File: src/rtl/operand_collector_pkg.sv
// Shared fixed-point constants and collector FSM encoding for the neuron adder datapath.
// The summing stage imports the same constants so both ends agree on the operand format.
package operand_collector_pkg;

  localparam int N_BITS    = 32;
  localparam int INT_BITS  = 12;
  localparam int FRAC_BITS = 20;
  localparam int M_SLOTS   = 8;

  localparam logic [0:0] ST_COLLECT = 1'b0;
  localparam logic [0:0] ST_FULL    = 1'b1;

endpackage

File: src/rtl/operand_collector.sv
// Collects up to m fixed-point products into one packed vector and hands it to the
// combinational summing stage over a valid/ready handshake; supports early termination.
module operand_collector
  import operand_collector_pkg::*;
#(
  parameter int m        = M_SLOTS,
  parameter int n        = N_BITS,
  parameter int intbits  = INT_BITS,
  parameter int fracbits = FRAC_BITS
) (
  input  logic                     clk,
  input  logic                     rst_n,
  input  logic                     flush,
  input  logic                     in_valid,
  output logic                     in_ready,
  input  logic [n-1:0]             in_data,
  input  logic                     in_last,
  output logic                     out_valid,
  input  logic                     out_ready,
  output logic [n*m-1:0]           operand,
  output logic [$clog2(m+1)-1:0]   elem_cnt
);

  localparam int CNT_W = $clog2(m+1);

  logic [0:0]       state_r;
  logic [0:0]       state_nxt_s;
  logic [n*m-1:0]   operand_r;
  logic [n*m-1:0]   operand_nxt_s;
  logic [CNT_W-1:0] elem_cnt_r;
  logic [CNT_W-1:0] cnt_nxt_s;
  logic             in_ready_s;
  logic             accept_s;
  logic             close_s;
  logic [m-1:0]     slot_we_s;

  // rst_n gates ready so the producer sees a stall for the whole time reset is held
  assign in_ready_s = rst_n && (state_r == ST_COLLECT) && !flush;
  assign accept_s   = in_valid && in_ready_s;
  assign close_s    = accept_s && ((elem_cnt_r == CNT_W'(m - 1)) || in_last);

  assign in_ready  = in_ready_s;
  assign out_valid = (state_r == ST_FULL);
  assign operand   = operand_r;
  assign elem_cnt  = elem_cnt_r;

  // Decoded per-slot write enable: the next free slot is the one indexed by elem_cnt
  always_comb begin
    slot_we_s = '0;
    for (int k = 0; k < m; k++) begin
      if (accept_s && (elem_cnt_r == CNT_W'(k))) begin
        slot_we_s[k] = 1'b1;
      end else begin
        slot_we_s[k] = 1'b0;
      end
    end
  end

  // Next-state logic: flush outranks both accept and the output handshake
  always_comb begin
    state_nxt_s   = state_r;
    operand_nxt_s = operand_r;
    cnt_nxt_s     = elem_cnt_r;
    if (flush) begin
      state_nxt_s   = ST_COLLECT;
      operand_nxt_s = '0;
      cnt_nxt_s     = '0;
    end else begin
      case (state_r)
        ST_COLLECT: begin
          if (accept_s) begin
            for (int k = 0; k < m; k++) begin
              if (slot_we_s[k]) begin
                operand_nxt_s[n*k +: n] = in_data;
              end else begin
                operand_nxt_s[n*k +: n] = operand_r[n*k +: n];
              end
            end
            cnt_nxt_s = elem_cnt_r + CNT_W'(1);
            if (close_s) begin
              state_nxt_s = ST_FULL;
            end else begin
              state_nxt_s = ST_COLLECT;
            end
          end else begin
            state_nxt_s = ST_COLLECT;
          end
        end
        ST_FULL: begin
          if (out_ready) begin
            state_nxt_s   = ST_COLLECT;
            operand_nxt_s = '0;
            cnt_nxt_s     = '0;
          end else begin
            state_nxt_s = ST_FULL;
          end
        end
        default: begin
          state_nxt_s   = ST_COLLECT;
          operand_nxt_s = '0;
          cnt_nxt_s     = '0;
        end
      endcase
    end
  end

  // State, vector and count registers; reset discards any partial vector
  always_ff @(posedge clk or negedge rst_n) begin
    if (!rst_n) begin
      state_r    <= ST_COLLECT;
      operand_r  <= '0;
      elem_cnt_r <= '0;
    end else begin
      state_r    <= state_nxt_s;
      operand_r  <= operand_nxt_s;
      elem_cnt_r <= cnt_nxt_s;
    end
  end

endmodule

File: config.mk
export PLATFORM = sky130hd
export DESIGN_NAME = operand_collector
export DESIGN_NICKNAME = d
export VERILOG_FILES = /design/src/rtl/operand_collector_pkg.sv /design/src/rtl/operand_collector.sv
export SDC_FILE = /design/constraint.sdc
export NUM_CORES = 1
export LEC_CHECK = 0
export ABC_CLOCK_PERIOD_IN_PS = 1950
export CORE_MARGIN = 2
export CORE_UTILIZATION = 49
export DETAILED_ROUTE_END_ITERATION = 16
export GPL_TIMING_DRIVEN = 0
export MAX_ROUTING_LAYER = met4
export PLACE_DENSITY = 0.83
export RECOVER_POWER = 50
export SLEW_MARGIN = 20
export SYNTH_ARGS = -nofsm -noshare
export SYNTH_HDL_FRONTEND = slang
export SYNTH_SLANG_ARGS = --single-unit
File: constraint.sdc
create_clock -name clk -period 1.95 [get_ports clk]
set_input_delay 0.195 -clock clk [delete_from_list [all_inputs] [get_ports clk]]
set_output_delay 0.195 -clock clk [all_outputs]
set_load 0.01 [all_outputs]
==> results.json, run 1 <==
{
  "synth_async_sr_flop_share": 1.00,
  "synth.yosys.warnings": 0,
  "grt_overflow": 0,
  "switching_share": 0.232,
  "drt-pass1-iter-count": 4,
  "die_h_um": 154,
  "cts_tree": "built",
  "ys_seq_elements": 261,
  "cpLargestDelayFamily": "buffers and inverters",
  "fp.dieArea_mm2": 0.0239,
  "cp.required_ns": 1.75,
  "p_leak_nw": 7.57,
  "dp.cells": 1523,
  "final_cells": 1578,
  "port-buffer-count": 299,
  "antenna_found_initial": 0,
  "routed_wl_mm": 33.2,
  "drt_iter0_drc": 477,
  "ir_worst_vdd_mv": 0.533,
  "power_switching_mw": 2.69,
  "area_growth_pct": 39.8,
  "path_clk_slew_ns": 0.06,
  "worstPathArrival_ns": 1.67,
  "synth_cell_type_count": 26,
  "grt_pass1_vias": 8844,
  "period_share": 0.959,
  "startpoint_type": "flip-flop",
  "setup_viol": 0,
  "drive_above_1_share": 0.0874,
  "yosysSeqAreaShare": 0.589,
  "clk_latency_ns": 0.54,
  "status": "finished, violations left",
  "gp_congestion": 0.843,
  "ant_nets": 0,
  "dp_hpwl_mm": 24.1,
  "syn_nets": 979,
  "r2r_start": "out_valid",
  "grt_pass1_wl_mm": 51.1,
  "antenna_cells": 0,
  "fin_setup_tns_ns": 0,
  "io-pin-count": 300,
  "post-synth-top-count-cell": "nand2_1",
  "pwr-share-comb": 0.067,
  "synth-edff-count": 0,
  "die_w_um": 154,
  "syn_area_per_cell_um2": 11.8,
  "clockRootBuffer": "clkbuf_16",
  "cp_slowest_cell": "dfrtp_2",
  "crit_buf_inv": 2,
  "post-place-ws_ns": -0.588,
  "violations": "hold timing",
  "detailed_place.area_mm2": 0.0145,
  "netlist_instances": 937,
  "clock_sinks": 261,
  "route.detailed.drc": 0,
  "crit_chain": "nor2_4 > clkbuf_8 > and2_1 > dlygate4sd2_1",
  "grt_max_degree": 100,
  "p_clk_frac": 0.461,
  "yosys.area.top_type_share": 0.589,
  "start_util": 0.494,
  "netlist_area_mm2": 0.0111,
  "layout.nets": 1316,
  "slowest_delay_ns": 0.43,
  "slew_headroom": 0.157,
  "crit_start": "out_valid",
  "cp_max_fo": 10,
  "intPower_mw": 8.92,
  "synth_top_cell_by_area": "dfrtp_1",
  "fin_crit_ns": 1.87,
  "vias": 8376,
  "rsz0062_at_grt": "no",
  "synth.area.top_cells": "dfrtp_1 (59%), mux2i_1 (23%), nand2_1 (9.8%)",
  "totalPowerFinal_mw": 11.6,
  "fp-row-count": 55,
  "report.final.slew_viol_count": 0,
  "synth-main-ff-cell": "dfrtp_1",
  "path_class": "flip-flop to primary output",
  "utilization": 0.691,
  "p_seq_frac": 0.472,
  "worst_pin_slew_ns": 1.26,
  "core_mm2": 0.0224,
  "hold_viol_final": 72,
  "ctsLongestPathBuffers": 3,
  "design_area_mm2": 0.0155,
  "hold_ws_ns": -0.377,
  "wl_per_cell_um": 21.0,
  "track_usage": 0.284,
  "fin_ws_ns": 0.0802,
  "max_freq_ghz": 0.535,
  "numCtsBuffers": 28,
  "p_per_area_mw_per_mm2": 749,
  "rrSetupSlack_ns": 0.13,
  "setup.worst_path.end_class": "primary output",
  "hp-class": "primary input to asynchronous set/reset pin",
  "h-tree-depth": 1,
  "synthTopCellsByCount": "nand2_1 (291), dfrtp_1 (261), mux2i_1 (258), nand2b_1 (32), clkbuf_1 (26)",
  "cap_violations": 0,
  "viasPerCell": 5.31,
  "skew_ns": 0.00980
}
==> state kept, by name (all words and copies together), names as in the netlist <==
signal and flops:
operand 256, out_valid 1, elem_cnt 4
==> layout by cell type, fill, tap and decap left out, drive strengths merged, types with 3 or more instances in the layout <==
master and n:
and3 4, nand3b 3, dlygate4sd3 123, clkdlybuf4s50 174, clkbuf 70, dfrtp 261, nand2b 32, clkinv 4
buf 45, ha 4, clkinvlp 3, mux2i 258, nand2 291
==> worst paths after layout <==
path | endpoint | cells after the start
max | in_ready | 4
min | operand[93] | 1
max reg2reg | operand[202] | 6
min reg2reg | operand[228] | 2
max in group asynchronous | operand[162] | 2
min in group clk | operand[2] | 3
==> layout make-up <==
cell class                 count  area (um^2)
multi-input combinational    608         4120
sequential                   261         6530
clock inverter                 9          103
inverter                       2         7.51
tap                          285          357
fill                        1635         6930
buffer                        66          465
timing repair buffer         307         3090
clock buffer                  40          827
==> worst register-to-register path, stage by stage, from the launching register on <==
cell	delay, ns
dfrtp_2	0.43
buf_4	0.17
and4bb_4	0.33
and3_1	0.19
buf_6	0.16
buf_6	0.21
mux2i_1	0.24
==> power groups by stage <==
stage | logic [mW] | clock network (mW) | registers, mW
finish | 0.774 | 5.35 | 5.49
global route | 0.839 | 5.62 | 5.49
CTS | 0.788 | 5.40 | 5.49
detailed placement | 0.763 | 0 | 5.59
global placement | 0.738 | 0 | 5.59
floorplan | 0.289 | 0 | 5.60
==> routing by layer <==
| layer | routed length (um) | global-route usage | up-vias |
|---|---|---|---|
| met5 | 0 | - | - |
| met2 | 16000 | 0.452 | 293 |
| met3 | 2090 | 0.0516 | 71 |
| li1 | - | - | 3769 |
| met4 | 1090 | 0.0899 | 0 |
| met1 | 14000 | 0.374 | 4243 |
==> what timing repair did <==
item                       in CTS  in global routing
hold endpoints to repair       72                 72
setup buffers                   2                  3
gates cloned                    1                  0
setup endpoints to repair      37                101
gates resized for setup        11                 22
pin swaps                       1                  0
==> cells by family after synthesis <==
group,share of synthesized area
compound gates,0.00350
mux,0.233
buf+inv,0.0396
xor+xnor,0.000790
flops,0.589
fa+ha+maj,0.00451
simple gates,0.130
Note: power is estimated with default switching activity, not from simulation.
==> run 2, diff against run 1 <==
Settings changed: ABC_CLOCK_PERIOD_IN_PS 1950 to 1690, CORE_UTILIZATION 49 to 55, DONT_BUFFER_PORTS from default to 1, PLACE_DENSITY 0.83 to 0.75.
Clock period 1.95 ns to 1.69 ns, I/O delays scaled along.
==> results.json, run 2 (synthesized netlist as in run 1, its figures left out) <==
{
  "status": "finished, violations left",
  "violations": "hold timing, setup timing",
  "startpoint_type": "flip-flop",
  "io-pin-count": 300,
  "numCtsBuffers": 28,
  "wl_per_cell_um": 24.7,
  "grt_pass1_vias": 7826,
  "core_mm2": 0.0197,
  "routed_wl_mm": 32.4,
  "fin_ws_ns": -0.0661,
  "design_area_mm2": 0.0135,
  "path_clk_slew_ns": 0.06,
  "h-tree-depth": 1,
  "hp-class": "primary input to asynchronous set/reset pin",
  "cp_max_fo": 8,
  "setup_viol": 86,
  "fin_crit_ns": 1.76,
  "ant_nets": 0,
  "cp.required_ns": 2.14,
  "port-buffer-count": 0,
  "drt-pass1-iter-count": 5,
  "setup.worst_path.end_class": "flip-flop",
  "grt_max_degree": 266,
  "rrSetupSlack_ns": -0.07,
  "worst_pin_slew_ns": 0.883,
  "final_cells": 1314,
  "hold_ws_ns": -0.666,
  "rsz0062_at_grt": "yes",
  "vias": 7549,
  "ctsLongestPathBuffers": 3,
  "cts_tree": "built",
  "grt_pass1_wl_mm": 47.7,
  "final_common_cell": "nand2_1",
  "antenna_found_initial": 2,
  "detailed_place.area_mm2": 0.0114,
  "totalPowerFinal_mw": 13.4,
  "viasPerCell": 5.75,
  "slew_headroom": 0.412,
  "die_h_um": 146,
  "hold_viol_final": 261,
  "period_share": 1.04,
  "area_growth_pct": 21.6,
  "route.detailed.drc": 0,
  "dp.cells": 1202,
  "path_class": "flip-flop to flip-flop",
  "clk_latency_ns": 0.54,
  "die_w_um": 146,
  "dp_hpwl_mm": 21.4,
  "layout.nets": 1069,
  "gp_congestion": 0.864,
  "largest_reg_flops": 256,
  "max_freq_ghz": 0.569,
  "grt_overflow": 0,
  "worstPathArrival_ns": 2.21,
  "cap_violations": 0,
  "p_leak_nw": 6.47,
  "skew_ns": 0.0134,
  "fp.dieArea_mm2": 0.0213,
  "final_cell_mix": "nand2_1 (287), dfrtp_1 (256), mux2i_1 (254)",
  "fillers": 1464,
  "clock_sinks": 261,
  "report.final.slew_viol_count": 0,
  "drt_iter0_drc": 410,
  "fp-row-count": 51,
  "p_per_area_mw_per_mm2": 990,
  "drive_above_1_share": 0.147,
  "track_usage": 0.296,
  "ir_worst_vdd_mv": 0.730,
  "clockRootBuffer": "clkbuf_16",
  "start_util": 0.564
}
[run 2: final timing paths]
kind,startpoint,end,cells after the start
min reg2reg,operand[66],operand[66],2
max in group asynchronous,rst_n,elem_cnt[3],0
max reg2reg,out_valid,operand[217],5
min in group clk,in_data[31],operand[127],2
min,rst_n,operand[172],0
max,out_valid,operand[217],5
[run 2: per-layer routing]
| metal | global-route usage | wire length [um] | vias to the layer above |
|---|---|---|---|
| li1 | - | - | 3264 |
| met1 | 0.392 | 13500 | 3898 |
| met2 | 0.444 | 15100 | 314 |
| met3 | 0.0831 | 2660 | 73 |
| met4 | 0.0990 | 1150 | 0 |
| met5 | - | 0 | - |
[run 2: timing repair]
item	in CTS	in global routing
pin swaps	2	3
setup buffers	6	9
endpoints found under the hold margin	481	267
hold buffers	34	1
cloned	0	11
setup endpoints to repair	223	192
gates resized for setup	55	58
[run 2: worst max-delay path: stages (launching register included)]
cell and delay (ns):
dfrtp_2 0.50, and4bb_4 0.41, and3_4 0.20, buf_12 0.16, clkbuf_16 0.17, mux2i_1 0.21
[run 2: layout make-up]
class	instances	area, um^2	area share
inverter	2	7.51	0.000557
tap	265	332	0.0246
clock inverter	13	149	0.0110
multi-input combinational	608	4180	0.310
buffer	65	711	0.0527
timing repair buffer	61	758	0.0562
antenna	2	5.00	0.000371
clock buffer	37	806	0.0598
sequential	261	6540	0.485
[run 2: metrics by stage]
stage / TNS, ns / util / hold slack, ns / setup WS [ns]
floorplan: 0 / - / -0.127 / 0.157
global placement: -31.43 / 0.581 / -0.120 / -0.237
detailed placement: -38.92 / 0.581 / -0.120 / -0.300
CTS: -0.0839 / 0.658 / -0.690 / -0.0748
global route: -8.39 / 0.686 / -0.692 / -0.0983
finish: -1.43 / 0.686 / -0.666 / -0.0661
[run 2: where the power goes]
part           switching, mW  internal [mW]
clock network           2.55           3.80
logic                  0.414          0.222
registers             0.0688           6.30
==> run 3, diff against run 2 <==
Settings changed: CORE_UTILIZATION 55 to 57, HOLD_SLACK_MARGIN from default to 0.02, PLACE_DENSITY 0.75 to 0.77.
==> results.json, run 3 (synthesized netlist as in run 1, its figures left out) <==
{
  "p_clk_frac": 0.453,
  "report.final.slew_viol_count": 0,
  "ctsLongestPathBuffers": 3,
  "hp-class": "primary input to asynchronous set/reset pin",
  "detailed_place.area_mm2": 0.0114,
  "totalPowerFinal_mw": 12.8,
  "grt_overflow": 0,
  "violations": "hold timing, setup timing",
  "port-buffer-count": 0,
  "path_class": "flip-flop to flip-flop",
  "h-tree-depth": 1,
  "clk_latency_ns": 0.52,
  "die_w_um": 143,
  "wl_per_cell_um": 23.8,
  "routed_wl_mm": 31.1,
  "io-pin-count": 300,
  "grt_max_degree": 266,
  "area_growth_pct": 19.6,
  "rrSetupSlack_ns": -0.03,
  "skew_ns": 0.0106,
  "cp.required_ns": 2.12,
  "clockRootBuffer": "clkbuf_16",
  "numCtsBuffers": 27,
  "hold_ws_ns": -0.655,
  "largest_reg_flops": 256,
  "worstPathArrival_ns": 2.16,
  "setup_viol": 44,
  "path_clk_slew_ns": 0.06,
  "track_usage": 0.297,
  "fp-row-count": 51,
  "ir_worst_vdd_mv": 0.822,
  "status": "finished, violations left",
  "rsz0062_at_grt": "yes",
  "grt_pass1_wl_mm": 45.1,
  "max_freq_ghz": 0.580,
  "antenna_found_initial": 0,
  "startpoint_type": "flip-flop",
  "cts_tree": "built",
  "fin_ws_ns": -0.0337,
  "hold_viol_final": 261,
  "switching_share": 0.224,
  "cap_violations": 0,
  "die_h_um": 143,
  "drt_iter0_drc": 392,
  "p_seq_frac": 0.497,
  "drive_above_1_share": 0.139,
  "grt_pass1_vias": 7624,
  "fin_crit_ns": 1.72,
  "intPower_mw": 9.94,
  "viasPerCell": 5.68,
  "fp.dieArea_mm2": 0.0206,
  "slew_headroom": 0.503,
  "worst_pin_slew_ns": 0.745,
  "final_common_cell": "nand2_1",
  "vias": 7435,
  "core_mm2": 0.0193,
  "clock_sinks": 261,
  "layout.nets": 1070,
  "pwr-share-comb": 0.050,
  "start_util": 0.576,
  "p_leak_nw": 6.38,
  "period_share": 1.02,
  "design_area_mm2": 0.0133,
  "ctsHoldBuffers": 34,
  "gp_congestion": 0.863,
  "power_switching_mw": 2.87,
  "setup.worst_path.end_class": "flip-flop",
  "antenna_cells": 0,
  "cp_max_fo": 8,
  "drt-pass1-iter-count": 5,
  "route.detailed.drc": 0,
  "p_per_area_mw_per_mm2": 966,
  "ant_nets": 0,
  "fin_setup_tns_ns": -0.511,
  "final_cell_mix": "nand2_1 (288), dfrtp_1 (256), mux2i_1 (255)",
  "dp_hpwl_mm": 20.7
}
==> run 3: changes by cell type in the layout (fill, tap and decap cells not counted), sizes merged <==
cell	change
buf	+11
clkbuf	-5
clkinv	-5
diode	-2
bufinv	-1
dlygate4sd3	-1
inv	-1
==> run 3: routing by layer <==
metal  vias up  wire, um  track usage
met5         -         0            -
met4         0       728       0.0702
met1      3810     12700        0.393
li1       3266         -            -
met3        50      2830       0.0910
met2       309     14800        0.454
==> run 3: worst max-delay path, cell delays in order, from the launching register on <==
cell       delay, ns
dfrtp_2         0.51
and4bb_4        0.41
and3_4          0.22
buf_12          0.15
clkbuf_16       0.16
mux2i_1         0.18
==> run 3: power by group through the flow <==
stage / Combinational (mW) / Clock, mW / Sequential (mW)
5_1_grt: 0.687 / 6.14 / 6.37
6_report: 0.638 / 5.80 / 6.37
3_3_place_gp: 0.483 / 0 / 6.48
2_1_floorplan: 0.334 / 0 / 6.47
4_1_cts: 0.599 / 5.84 / 6.37
3_5_place_dp: 0.490 / 0 / 6.48
==> run 3: layout make-up <==
type,instances,area [um^2]
plain buffers,65,683
clock buffers,40,764
clock inverters,6,82.6
fillers,1441,6010
inverters,2,7.51
multi-input cells,608,4170
flip-flops and latches,261,6540
well taps,265,332
repair buffers,63,688
==> run 3: what timing repair did <==
action | in CTS | in global routing
gates cloned | 0 | 8
pin swaps | 2 | 4
setup buffers | 6 | 15
endpoints found under the setup margin | 224 | 195
resized for setup | 50 | 57
hold endpoints to repair | 464 | 261
==> run 3: worst paths after layout <==
path	from	endpoint	cells after the start
min in group clk	in_data[18]	operand[242]	2
worst min-delay path	rst_n	operand[95]	0
worst max-delay path	out_valid	operand[179]	5
worst max register to register	out_valid	operand[179]	5
worst min register to register	elem_cnt[3]	elem_cnt[3]	1
max in group asynchronous	rst_n	out_valid	0
==> run 3: through the flow <==
step | utilization | worst slack (ns) | hold WS, ns | std cells
after floorplan | - | 0.157 | -0.127 | 937
after global placement | 0.593 | -0.276 | -0.122 | 1202
after detailed placement | 0.593 | -0.288 | -0.122 | 1202
final | 0.688 | -0.0337 | -0.655 | 1310
after CTS | 0.663 | -0.0469 | -0.669 | 1287
after global routing | 0.688 | -0.0890 | -0.671 | 1310
